$ cat config.mk
export PLATFORM = sky130hd
export DESIGN_NAME = monitor_cmd_arbiter
export DESIGN_NICKNAME = d
export VERILOG_FILES = /design/src/rtl/monitor_cmd_arbiter.sv
export SDC_FILE = /design/constraint.sdc
export NUM_CORES = 1
export LEC_CHECK = 0
export ABC_AREA = 1
export BUFFER_PORTS_ARGS = -buffer_cell sky130_fd_sc_hd__buf_4
export CAP_MARGIN = 10
export CORE_MARGIN = 5
export CORE_UTILIZATION = 35
export CTS_BUF_LIST = sky130_fd_sc_hd__clkbuf_4
export DETAILED_ROUTE_END_ITERATION = 8
export GPL_TIMING_DRIVEN = 1
export PLACE_DENSITY = 0.65
export SYNTH_ARGS = -nofsm -noshare
export SYNTH_HDL_FRONTEND = slang
export SYNTH_SLANG_ARGS = --single-unit
export TNS_END_PERCENT = 30
$ cat constraint.sdc
create_clock -name clk -period 1.85 [get_ports clk]
set_clock_uncertainty 0.05 [all_clocks]
set_input_delay 0.2775 -clock clk [delete_from_list [all_inputs] [get_ports clk]]
set_output_delay 0.2775 -clock clk [all_outputs]
set_load 0.05 [all_outputs]
$ cat src/rtl/monitor_cmd_arbiter.sv
// Two-source round-robin command arbiter with single-outstanding-read response routing.
// Define CMD_ARB_TIMEOUT_EN to abandon reads left unanswered for TIMEOUT_CYCLES cycles.
module monitor_cmd_arbiter #(
  parameter int unsigned TIMEOUT_CYCLES = 4096
) (
  input  logic        clk,
  input  logic        rst_n,
  input  logic [39:0] src0_cmd,
  input  logic [39:0] src1_cmd,
  input  logic        src0_cmd_ready,
  input  logic        src1_cmd_ready,
  output logic        src0_cmd_read_en,
  output logic        src1_cmd_read_en,
  output logic [39:0] cmd,
  output logic        cmd_ready,
  input  logic        cmd_read_en,
  input  logic [39:0] read_msg,
  input  logic        read_msg_ready,
  output logic [39:0] rsp0_msg,
  output logic [39:0] rsp1_msg,
  output logic        rsp0_valid,
  output logic        rsp1_valid,
  output logic [15:0] stray_count,
  output logic [15:0] timeout_count
);

  localparam int unsigned CMD_W = 40;
  localparam int unsigned CNT_W = 16;

  typedef enum logic [1:0] {
    IDLE     = 2'd0,
    GRANT    = 2'd1,
    WAIT_RSP = 2'd2
  } state_e;

  state_e           state_q, state_d;
  logic             owner_q, owner_d;
  logic             last_q, last_d;
  logic [CMD_W-1:0] rsp0_msg_q, rsp0_msg_d;
  logic [CMD_W-1:0] rsp1_msg_q, rsp1_msg_d;
  logic             rsp0_valid_q, rsp0_valid_d;
  logic             rsp1_valid_q, rsp1_valid_d;
  logic [CNT_W-1:0] stray_q, stray_d;

  logic             grant;
  logic [CMD_W-1:0] owner_cmd;
  logic             owner_rdy;
  logic             tmo_hit;

  // Combinational pass-through of the owner's command while granted
  assign grant     = (state_q == GRANT);
  assign owner_cmd = owner_q ? src1_cmd : src0_cmd;
  assign owner_rdy = owner_q ? src1_cmd_ready : src0_cmd_ready;

  assign cmd              = grant ? owner_cmd : '0;
  assign cmd_ready        = grant & owner_rdy;
  assign src0_cmd_read_en = grant & ~owner_q & cmd_read_en;
  assign src1_cmd_read_en = grant &  owner_q & cmd_read_en;

  assign rsp0_msg    = rsp0_msg_q;
  assign rsp1_msg    = rsp1_msg_q;
  assign rsp0_valid  = rsp0_valid_q;
  assign rsp1_valid  = rsp1_valid_q;
  assign stray_count = stray_q;

`ifdef CMD_ARB_TIMEOUT_EN
  localparam int unsigned TMO_W = (TIMEOUT_CYCLES > 1) ? $clog2(TIMEOUT_CYCLES) : 1;

  logic [TMO_W-1:0] tmo_cnt_q, tmo_cnt_d;
  logic [CNT_W-1:0] timeout_q, timeout_d;

  assign tmo_hit       = (tmo_cnt_q == TMO_W'(TIMEOUT_CYCLES - 1));
  assign timeout_count = timeout_q;

  // Wait counter restarts on every grant so it is zero on WAIT_RSP entry
  always_comb begin
    tmo_cnt_d = tmo_cnt_q;
    timeout_d = timeout_q;
    if (state_q == GRANT) begin
      tmo_cnt_d = '0;
    end else if (state_q == WAIT_RSP) begin
      tmo_cnt_d = tmo_cnt_q + TMO_W'(1);
    end
    if ((state_q == WAIT_RSP) && !read_msg_ready && tmo_hit && (timeout_q != '1)) begin
      timeout_d = timeout_q + CNT_W'(1);
    end
  end

  always_ff @(posedge clk or negedge rst_n) begin
    if (!rst_n) begin
      tmo_cnt_q <= '0;
      timeout_q <= '0;
    end else begin
      tmo_cnt_q <= tmo_cnt_d;
      timeout_q <= timeout_d;
    end
  end
`else
  assign tmo_hit       = 1'b0;
  assign timeout_count = '0;
`endif

  // Next-state, arbitration and response routing
  always_comb begin
    state_d      = state_q;
    owner_d      = owner_q;
    last_d       = last_q;
    rsp0_msg_d   = rsp0_msg_q;
    rsp1_msg_d   = rsp1_msg_q;
    rsp0_valid_d = 1'b0;
    rsp1_valid_d = 1'b0;
    stray_d      = stray_q;

    if (read_msg_ready && (state_q != WAIT_RSP) && (stray_q != '1)) begin
      stray_d = stray_q + CNT_W'(1);
    end

    case (state_q)
      IDLE: begin
        case ({src1_cmd_ready, src0_cmd_ready})
          2'b01: begin
            owner_d = 1'b0;
            state_d = GRANT;
          end
          2'b10: begin
            owner_d = 1'b1;
            state_d = GRANT;
          end
          2'b11: begin
            owner_d = ~last_q;
            state_d = GRANT;
          end
          default: state_d = IDLE;
        endcase
      end
      GRANT: begin
        if (cmd_read_en) begin
          last_d  = owner_q;
          state_d = owner_cmd[CMD_W-1] ? IDLE : WAIT_RSP;
        end else if (!owner_rdy) begin
          state_d = IDLE;
        end
      end
      WAIT_RSP: begin
        if (read_msg_ready) begin
          if (owner_q) begin
            rsp1_msg_d   = read_msg;
            rsp1_valid_d = 1'b1;
          end else begin
            rsp0_msg_d   = read_msg;
            rsp0_valid_d = 1'b1;
          end
          state_d = IDLE;
        end else if (tmo_hit) begin
          state_d = IDLE;
        end
      end
      default: state_d = IDLE;
    endcase
  end

  always_ff @(posedge clk or negedge rst_n) begin
    if (!rst_n) begin
      state_q      <= IDLE;
      owner_q      <= 1'b0;
      last_q       <= 1'b1;
      rsp0_msg_q   <= '0;
      rsp1_msg_q   <= '0;
      rsp0_valid_q <= 1'b0;
      rsp1_valid_q <= 1'b0;
      stray_q      <= '0;
    end else begin
      state_q      <= state_d;
      owner_q      <= owner_d;
      last_q       <= last_d;
      rsp0_msg_q   <= rsp0_msg_d;
      rsp1_msg_q   <= rsp1_msg_d;
      rsp0_valid_q <= rsp0_valid_d;
      rsp1_valid_q <= rsp1_valid_d;
      stray_q      <= stray_d;
    end
  end

endmodule

==> results of run 1 <==
-- flip-flops by register name (all words and copies together) (netlist names) --
register / count
owner_q: 1
rsp0_valid: 1
state_q: 2
rsp1_valid: 1
rsp0_msg: 40
rsp1_msg: 40
last_q: 1
stray_count: 16
-- per-layer routing --
metal	vias up	global-route usage
met5	-	0
met3	31	0.0763
met1	2402	0.225
met2	208	0.338
li1	2538	-
met4	0	0.0649
-- synth_stat cells --
cell and n:
nand2_1 234, dfrtp_1 101, o21ai_0 85, inv_1 57, a21oi_1 40, clkbuf_1 24, nor2_1 23, buf_4 16
nand3_1 7, xnor2_1 7, nand4_1 6, buf_1 3, clkinv_1 3, nand3_2 3, buf_2 2, buf_6 2
a22o_1 1, a32oi_1 1, conb_1 1, dfstp_2 1, ha_1 1, inv_2 1, mux2i_1 1, nand2_2 1
nor2_2 1, nor3_1 1, o21ai_4 1, o22ai_1 1
-- worst reg2reg max path: stages, from the launching register on --
cell and delay (ns):
dfrtp_1 0.44, ha_1 0.27, nand3_2 0.13, clkinv_1 0.08, nand2_2 0.08, o21ai_4 0.18, buf_4 0.19, nand2_1 0.06
o21ai_0 0.08
-- power breakdown --
group	switching (mW)	internal (mW)
combinational	6.73	3.41
clock	0.743	0.291
sequential	0.507	3.02
total	7.98	6.72
-- logic make-up (layout without fill, tap and decap cells) --
logic type / Yosys count / after routing / share of synthesized area
buffers and inverters: 108 / 401 / 0.0991
other: 1 / 16 / 0.000769
flip-flops: 102 / 102 / 0.524
adder cells (fa/ha/maj): 1 / 1 / 0.00257
XOR/XNOR: 7 / 7 / 0.0126
AO/OA/AOI/OAI: 129 / 129 / 0.137
multiplexers: 1 / 1 / 0.00205
AND/OR/NAND/NOR: 276 / 276 / 0.223
-- path summary, 6_finish.rpt --
kind | start | endpoint | slack, ns | depth (start not counted)
worst min-delay path | read_msg[28] | rsp0_msg[28] | 0.04 | 3
worst min register to register | rsp0_msg[5] | rsp0_msg[5] | 0.46 | 2
max in group asynchronous | rst_n | stray_count[13] | 0.95 | 3
min in group asynchronous | rst_n | rsp1_msg[32] | 0.25 | 2
worst max-delay path | state_q[1] | cmd[35] | -0.16 | 5
worst max register to register | stray_count[1] | stray_count[5] | 0.24 | 8
-- placed cells by master, fill, tap and decap left out, types with 6 or more instances in the layout --
cell type,count
a21oi_2,24
a21oi_4,16
buf_12,8
buf_4,229
buf_6,44
clkbuf_4,10
conb_1,16
dfrtp_1,100
dlygate4sd3_1,34
inv_1,57
nand2_1,232
nand3_1,7
nand4_1,6
nor2_1,20
o21ai_0,85
xnor2_1,7
-- layout make-up --
class,count,area share
inverter,61,0.0291
tap,180,0.0271
clock buffer,10,0.00905
sequential,102,0.308
clock inverter,5,0.00422
multi-input combinational,430,0.266
timing repair buffer,325,0.356
-- what timing repair did --
action / 4_1_cts / 5_1_grt
gates resized for setup: 75 / 41
pin swaps: 1 / 2
buffers inserted: 4 / 0
hold buffers: 34 / 0
setup endpoints to repair: 43 / 43
endpoints found under the hold margin: 90 / 0
gates cloned: 4 / 5
==> reports/qor.tcl, run 1 <==
set qor(floorplan.rows) 43
set qor(place_ws_ns) 0.183
set qor(fin_hold_ws_ns) 0.0421
set qor(final.fill_count) 1190
set qor(wl_met2_um) 8590
set qor(x_dimension_of_the_die_um) 128
set qor(seq_total_area_yosys) 0.524
set qor(chipHeight_um) 128
set qor(final_core_utilization) 0.602
set qor(ff_latch_area_um2) 2550
set qor(power.total_mw) 14.7
set qor(yosysTopAreaCell) {dfrtp_1}
set qor(pin_count_of_the_biggest_net_entering_global_routing) 82
set qor(starting_drt_drc_count) 201
set qor(outcome) {finished with violations}
set qor(static_leakage_nw) 4.25
set qor(slowest_delay_ns) 0.45
set qor(worstHoldPathType) {in -> reg}
set qor(worst-endpoint-arrival_ns) 1.68
set qor(antenna_cells_inserted) 0
set qor(wl_met3_um) 1780
set qor(syn-instance-count) 625
set qor(syn_avg_cell_area_um2) 7.80
set qor(ir_drop_uv) 1130
set qor(worstPathMaxFanout) 9
set qor(clk_pin_slew_worst_paths_ns) 0.16
set qor(postRouteAntennaNets) 0
set qor(finalHoldViolations) 0
set qor(final_stage_net_count) 1056
set qor(max_capacitance_violation_total) 0
set qor(worst_setup_path_end_kind) {output pin}
set qor(final.setup.worst_slack_ns) -0.156
set qor(crit_chain) {nor2_4 -> inv_8 -> clkbuf_16 -> a21oi_2 -> buf_6}
set qor(design.core.area_um2) 13800
set qor(syn-cell-area_um2) 4870
set qor(power_per_cell_area_nw_per_um2) 1770
set qor(h-tree-depth) 3
set qor(max_freq_mhz) 498
set qor(route.final.wire_length_um) 17400
set qor(drc_errors) 0
set qor(initial_utilization) 0.354
set qor(finalSetupViolCount) 42
set qor(drtPass1Iterations) 5
set qor(final_layout_setup_total_negative_slack_ns) -5.30
set qor(route.detailed.wl_per_inst_um) 15.6
set qor(grt_util_all_layers) 0.197
set qor(worst_skew_pair.late_latency_ns) 0.46
set qor(ws_path_type) {reg -> out}
set qor(final.min_clock_period_ns) 2.01
set qor(wirelength_met1_um) 6520
set qor(ys_warns) 0
set qor(fraction_of_layout_cells_with_a_size_suffix_above_1) 0.390
set qor(startpoint_type) {register}
set qor(postLayoutCellArea_um2) 8300
set qor(detailed_place.area_um2) 7120
set qor(cts_max_path_buffers) 2
set qor(placed_cells) 1051
set qor(final_min_period_over_clock_period) 1.08
set qor(number_of_global_route_vias_before_repair) 5096
set qor(cpMaxStageDelayCell) {dfrtp_1}
set qor(cts_tree) {yes}
set qor(grt.overflow.total) 0
set qor(highest_layer) {met4}
set qor(final-instance-count-excl-fill) 1113
set qor(rsz0062_at_grt) {yes}
set qor(ys_seq_elements) 102
set qor(gp_congestion) 0.821
set qor(portBuffers) 266
set qor(detailed_place_hpwl_um) 11800
set qor(synthTopCellsByArea) {dfrtp_1 52%, nand2_1 18%, o21ai_0 8.7%}
set qor(cp.buffers_inverters) 3
set qor(area_growth_syn_to_layout_pct) 70.2
set qor(cp_top_family) {flip-flops}
set qor(routed-via-count) 5179
set qor(cts.root.buffer_cell) {clkbuf_4}
set qor(grt_antenna_before_repair) 0
set qor(failed_checks) {negative setup slack}
set qor(die-area_um2) 16400
set qor(report.final.slew_viol_count) 0
set qor(multi_input_combinational_cell_area_um2) 2210
set qor(grt_first_pass_wirelength_um) 25800
set qor(cp.required_ns) 1.52
set qor(via_per_inst) 4.65
set qor(synth_cell_type_count) 28
set qor(yosys.area.top_type_share) 0.518
set qor(cts_buffers) 9
set qor(boundaryPins) 283
set qor(clock_sinks) 102
No activity file was read; power rests on OpenSTA's default activity.
==> run 2, diff against run 1 <==
Settings changed: CTS_BUF_LIST sky130_fd_sc_hd__clkbuf_4 to unset.
==> run 2 against run 1 <==
  * Worst hold slack improved by 0.083 ns
  * Clock power rose by 66%
  * The run still ends with negative setup slack left
  * Core utilization fell by 1.9 points
  * Wire length fell by 4.7%
  * First-iteration DRC count fell by 2.5%
  * Via count fell by 5.1%
  * Final cell count fell by 3.3%
  * Power rose by 2.5%
  * Setup slack improved by 0.12 ns
  * Design area fell by 3.2%
==> reports/qor.tcl, run 2 (same netlist as run 1, synthesis figures left out) <==
set qor(grt_first_pass_wirelength_um) 24600 ;# -4.5%
set qor(initial_utilization) 0.354 ;# unchanged
set qor(outcome) {finished with violations}
set qor(worstHoldPathType) {in -> reg}
set qor(clk_pin_slew_worst_paths_ns) 0.06 ;# -0.10 ns
set qor(startpoint_type) {register}
set qor(failed_checks) {negative setup slack}
set qor(detailed_place.area_um2) 7120 ;# unchanged
set qor(gp_congestion) 0.821 ;# unchanged
set qor(power.total_mw) 15.1 ;# +2.5%
set qor(grt_util_all_layers) 0.189 ;# -0.00752
set qor(cts.root.buffer_cell) {clkbuf_16}
set qor(portBuffers) 266 ;# unchanged
set qor(chipHeight_um) 128 ;# unchanged
set qor(final_stage_net_count) 1019 ;# -3.5%
set qor(floorplan.rows) 43 ;# unchanged
set qor(boundaryPins) 283 ;# unchanged
set qor(cts_max_path_buffers) 2 ;# unchanged
set qor(final_cell_mix) {234 x nand2_1, 228 x buf_4, 101 x dfrtp_1, 85 x o21ai_0, 57 x inv_1}
set qor(postRouteAntennaNets) 0 ;# unchanged
set qor(final.min_clock_period_ns) 1.89 ;# -0.116 ns
set qor(starting_drt_drc_count) 196 ;# -2.5%
set qor(depth_of_the_worst_register_to_register_path) 8 ;# unchanged
set qor(die-area_um2) 16400 ;# unchanged
set qor(r2r_slack_ns) 0.25 ;# about the same
set qor(clock_sinks) 102 ;# unchanged
set qor(cts_tree) {yes}
set qor(rr_startpoint) {stray_count[1]}
set qor(detailed_place_hpwl_um) 11800 ;# unchanged
set qor(finalSetupViolCount) 14 ;# -67%
set qor(holdCritStartpoint) {src0_cmd_ready}
set qor(min_to) {owner_q}
set qor(final.setup.worst_slack_ns) -0.0405 ;# +0.116 ns
set qor(placed_cells) 1051 ;# unchanged
set qor(critical_path.reg2reg.endpoint) {stray_count[5]}
set qor(worst-endpoint-arrival_ns) 1.56 ;# -0.12 ns
set qor(ir_drop_uv) 1150 ;# +1.6%
set qor(drtPass1Iterations) 4 ;# -1
set qor(worst_skew_pair.late_latency_ns) 0.34 ;# -0.12 ns
set qor(power_per_cell_area_nw_per_um2) 1880 ;# +5.9%
set qor(fraction_of_layout_cells_with_a_size_suffix_above_1) 0.396 ;# +0.00607
set qor(route.final.wire_length_um) 16500 ;# -4.7%
set qor(x_dimension_of_the_die_um) 128 ;# unchanged
set qor(design.core.area_um2) 13800 ;# unchanged
set qor(routed-via-count) 4916 ;# -5.1%
set qor(final-instance-count-excl-fill) 1076 ;# -3.3%
set qor(rsz0062_at_grt) {yes}
set qor(final_min_period_over_clock_period) 1.02 ;# -0.0624
set qor(worst_hold_path_cell_count) 2 ;# -1
set qor(pin_count_of_the_biggest_net_entering_global_routing) 82 ;# unchanged
set qor(grt_antenna_before_repair) 0 ;# unchanged
set qor(number_of_global_route_vias_before_repair) 4782 ;# -6.2%
set qor(layout.cells.most_common) {nand2_1}
set qor(max_freq_mhz) 529 ;# +6.1%
set qor(static_leakage_nw) 4.14 ;# -2.6%
set qor(ws_path_type) {reg -> out}
set qor(cp.required_ns) 1.52 ;# about the same
set qor(drc_errors) 0 ;# unchanged
set qor(finalHoldViolations) 0 ;# unchanged
set qor(postLayoutCellArea_um2) 8030 ;# -3.2%
set qor(cts_buffers) 9 ;# unchanged
set qor(route.detailed.wl_per_inst_um) 15.4 ;# -1.4%
set qor(worstPathMaxFanout) 9 ;# unchanged
set qor(area_growth_syn_to_layout_pct) 64.8
set qor(report.final.slew_viol_count) 0 ;# unchanged
set qor(via_per_inst) 4.57 ;# -1.8%
set qor(max_capacitance_violation_total) 0 ;# unchanged
set qor(grt.overflow.total) 0 ;# unchanged
set qor(h-tree-depth) 3 ;# unchanged
set qor(worst_setup_path_end_kind) {output pin}
set qor(antenna_cells_inserted) 0 ;# unchanged
==> run 2: worst max path at each step <==
stage	start	endpoint	slack [ns]	depth (start not counted)
6_report	state_q[1]	cmd[13]	-0.04	5
2_1_floorplan	owner_q	cmd[33]	-0.19	5
5_1_grt	state_q[1]	cmd[13]	-0.11	5
3_5_place_dp	state_q[1]	cmd[36]	0.18	5
4_1_cts	owner_q	cmd[18]	-0.03	5
3_3_place_gp	state_q[1]	cmd[20]	0.19	5
==> run 2: area by class of cell <==
cell class,count,area [um2]
Clock buffer,10,229
Inverter,61,236
Fill cell,1229,5740
Tap cell,180,225
Multi-Input combinational cell,430,2210
Timing Repair Buffer,288,2550
Sequential cell,102,2550
Clock inverter,5,35.0
==> run 2: where the power goes <==
| group | internal, mW | leakage, nW | switching, mW |
|---|---|---|---|
| clock | 0.910 | 0.129 | 0.805 |
| sequential | 3.03 | 1.32 | 0.495 |
| combinational | 3.22 | 2.68 | 6.62 |
==> run 2: routing by layer <==
layer,GRT usage,up-vias,wire (um)
met5,0,-,0
met4,0.0556,0,240
met3,0.0854,15,1810
met2,0.320,199,8200
met1,0.216,2238,6280
li1,-,2464,-
==> run 2: per-stage QoR <==
step | util | setup slack, ns | hold slack [ns] | setup TNS, ns
final | 0.583 | -0.0405 | 0.125 | -0.124
after detailed placement | 0.517 | 0.183 | 0.227 | 0
after floorplan | - | -0.190 | -0.0681 | -7.53
after global placement | 0.517 | 0.191 | 0.226 | 0
after global routing | 0.583 | -0.114 | 0.126 | -2.97
after CTS | 0.555 | -0.0349 | 0.110 | -0.297
==> run 2: what timing repair did <==
action                                  CTS  global route
pin swaps                                 1             1
endpoints found under the setup margin   42            43
cloned                                    2             5
buffers inserted                          2             0
hold buffers                              1             0
gates resized for setup                  47            60
hold endpoints to repair                 32             0
==> run 2: worst max-delay path, stage by stage, from the launching register on <==
cell	delay [ns]
dfrtp_1	0.42
nor2_4	0.20
inv_8	0.10
clkbuf_16	0.18
a21oi_2	0.14
buf_6	0.18
==> run 3, diff against run 2 <==
Settings changed: CORE_UTILIZATION 35 to 44, PLACE_DENSITY 0.65 to 0.79.
==> run 3 against run 2 <==
  * The run still ends with negative setup slack left
  * Critical path depth unchanged
  * Largest power group unchanged
  * Power down 3.0%
  * First-iteration DRC count up 98%
  * Sequential cell count unchanged
  * Core utilization up 14 points
  * Combinational power down 2.4%
  * Die area down 19%
  * Global-route usage up 4.2 points
  * Via count up 6.5%
  * Sequential power up 2%
==> reports/qor.tcl, run 3 (same netlist as run 1, synthesis figures left out) <==
set qor(initial_utilization) 0.450 ;# +0.0958
set qor(chipHeight_um) 115 ;# -10%
set qor(worst_hold_path_cell_count) 2 ;# unchanged
set qor(cpMaxStageDelayCell) {dfrtp_2}
set qor(postLayoutCellArea_um2) 7800 ;# -2.9%
set qor(power_per_cell_area_nw_per_um2) 1870 ;# -0.18%
set qor(detailed_place.area_um2) 7020 ;# -1.4%
set qor(min_to) {owner_q}
set qor(final.setup.worst_slack_ns) -0.0268 ;# +0.0137 ns
set qor(boundaryPins) 283 ;# unchanged
set qor(drtPass1Iterations) 5 ;# +1
set qor(slowest_delay_ns) 0.48 ;# +0.06 ns
set qor(failed_checks) {negative setup slack}
set qor(number_of_global_route_vias_before_repair) 5076 ;# +6.1%
set qor(grt.overflow.total) 0 ;# unchanged
set qor(x_dimension_of_the_die_um) 115 ;# -10%
set qor(final-instance-count-excl-fill) 1035 ;# -3.8%
set qor(detailed_place_hpwl_um) 11800 ;# +0.16%
set qor(design.core.area_um2) 10800 ;# -21%
set qor(route.final.wire_length_um) 17200 ;# +4.1%
set qor(worst-endpoint-arrival_ns) 1.55 ;# about the same
set qor(rr_startpoint) {stray_count[0]}
set qor(ir_drop_uv) 1410 ;# +23%
set qor(clk_pin_slew_worst_paths_ns) 0.09 ;# +0.03 ns
set qor(cp.buffers_inverters) 3 ;# unchanged
set qor(startpoint_type) {register}
set qor(via_per_inst) 5.06 ;# +11%
set qor(max_capacitance_violation_total) 0 ;# unchanged
set qor(final_cell_mix) {231 x nand2_1, 229 x buf_4, 100 x dfrtp_1, 85 x o21ai_0, 57 x inv_1}
set qor(drc_errors) 0 ;# unchanged
set qor(holdCritStartpoint) {src0_cmd_ready}
set qor(worstHoldPathType) {in -> reg}
set qor(floorplan.rows) 38 ;# -12%
set qor(layout.cells.most_common) {nand2_1}
set qor(final_stage_net_count) 1017 ;# -0.20%
set qor(clkPwrFrac) 0.099 ;# -0.015
set qor(outcome) {finished with violations}
set qor(gp_congestion) 0.870 ;# +6.0%
set qor(area_growth_syn_to_layout_pct) 60.1
set qor(grt_first_pass_wirelength_um) 24600 ;# -0.17%
set qor(worst_skew_pair.late_latency_ns) 0.36 ;# +0.02 ns
set qor(finalSetupViolCount) 8 ;# -6
set qor(ws_path_type) {reg -> out}
set qor(report.final.slew_viol_count) 0 ;# unchanged
set qor(worst_setup_path_end_kind) {output pin}
set qor(cts_tree) {yes}
set qor(portBuffers) 266 ;# unchanged
set qor(max_freq_mhz) 533 ;# +0.73%
set qor(crit_chain) {clkinv_4 -> buf_12 -> nand2_1 -> a21oi_4 -> buf_6}
set qor(grt_antenna_before_repair) 0 ;# unchanged
set qor(depth_of_the_worst_register_to_register_path) 8 ;# unchanged
set qor(place_ws_ns) 0.197 ;# +0.0147 ns
set qor(antenna_cells_inserted) 0 ;# unchanged
set qor(cts_max_path_buffers) 2 ;# unchanged
set qor(critical_path.reg2reg.endpoint) {stray_count[2]}
set qor(die-area_um2) 13300 ;# -19%
set qor(r2r_slack_ns) 0.17 ;# -0.08 ns
set qor(cts.root.buffer_cell) {clkbuf_8}
set qor(final.min_clock_period_ns) 1.88 ;# -0.0137 ns
set qor(power.total_mw) 14.6 ;# -3.0%
set qor(worstPathMaxFanout) 11 ;# +2
set qor(final.fill_count) 765 ;# -38%
set qor(fraction_of_layout_cells_with_a_size_suffix_above_1) 0.402 ;# +0.00603
set qor(finalHoldViolations) 0 ;# unchanged
set qor(route.detailed.wl_per_inst_um) 16.6 ;# +8.2%
set qor(static_leakage_nw) 4.08 ;# -1.2%
set qor(final_min_period_over_clock_period) 1.01 ;# -0.00742
set qor(cp.required_ns) 1.52 ;# about the same
set qor(clock_sinks) 102 ;# unchanged
set qor(cp_top_family) {flip-flops}
set qor(starting_drt_drc_count) 388 ;# +98%
set qor(cts_buffers) 9 ;# unchanged
set qor(netSwitchingFraction) 0.539 ;# +0.0134
set qor(h-tree-depth) 3 ;# unchanged
set qor(rsz0062_at_grt) {yes}
set qor(routed-via-count) 5237 ;# +6.5%
set qor(seq_power_share) 0.245 ;# +0.011
set qor(pin_count_of_the_biggest_net_entering_global_routing) 82 ;# unchanged
set qor(placed_cells) 1008 ;# -4.1%
set qor(grt_util_all_layers) 0.231 ;# +0.0418
set qor(cell_internal_pwr_mw) 6.74 ;# -5.8%
set qor(power.share.combinational) 0.657 ;# +0.004
set qor(postRouteAntennaNets) 0 ;# unchanged
set qor(switching_component_of_the_power_mw) 7.88 ;# -0.56%
set qor(final_layout_setup_total_negative_slack_ns) -0.135 ;# -0.0111 ns
==> run 3: power groups by stage <==
stage / Combinational [mW] / Clock, mW / Sequential, mW
CTS: 8.87 / 1.48 / 3.56
finish: 9.60 / 1.44 / 3.58
detailed placement: 8.39 / 0 / 3.57
floorplan: 3.07 / 0 / 6.12
global placement: 8.28 / 0 / 3.55
global route: 10.0 / 1.57 / 3.69
==> run 3: how the worst max path moves through the flow <==
stage,cells past startpoint,endpoint,slack [ns],startpoint
floorplan,5,cmd[33],-0.19,owner_q
global placement,5,cmd[14],0.23,state_q[1]
detailed placement,7,stray_count[2],0.20,stray_count[0]
CTS,6,cmd[22],-0.05,state_q[0]
global route,5,cmd[26],-0.10,owner_q
finish,5,cmd[6],-0.03,owner_q
==> run 3: repair_timing <==
item                                    4_1_cts  5_1_grt
endpoints found under the hold margin        27        0
pin swaps                                     1        2
gates resized for setup                      53       49
setup buffers                                 3        0
gates cloned                                  1        6
endpoints found under the setup margin       42       43
hold buffers                                  1        0
==> run 3: layout make-up <==
type	instances	area, um2	share of cell area
repair buffers	286	2490	0.319
clock buffers	10	138	0.0176
clock inverters	6	66.3	0.00850
flip-flops and latches	102	2550	0.327
inverters	61	236	0.0303
well taps	140	175	0.0224
multi-input cells	430	2150	0.275
==> run 3: metrics by stage <==
step | hold WS, ns | utilization
global route | 0.101 | 0.720
finish | 0.125 | 0.720
detailed placement | 0.184 | 0.648
floorplan | -0.0681 | -
global placement | 0.174 | 0.648
CTS | 0.0918 | 0.690
==> run 3: routing by layer <==
metal / wire length, um / track usage
met1: 6020 / 0.261
met2: 8780 / 0.397
met3: 1900 / 0.0826
met4: 509 / 0.0955
met5: 0 / 0
==> run 3: worst register-to-register path: stages (launching register included) <==
cell,delay (ns)
dfrtp_1,0.46
ha_1,0.29
nand3_2,0.13
clkinv_1,0.09
nand2_2,0.08
o21ai_4,0.18
buf_4,0.19
nand2_1,0.05
o21ai_0,0.08
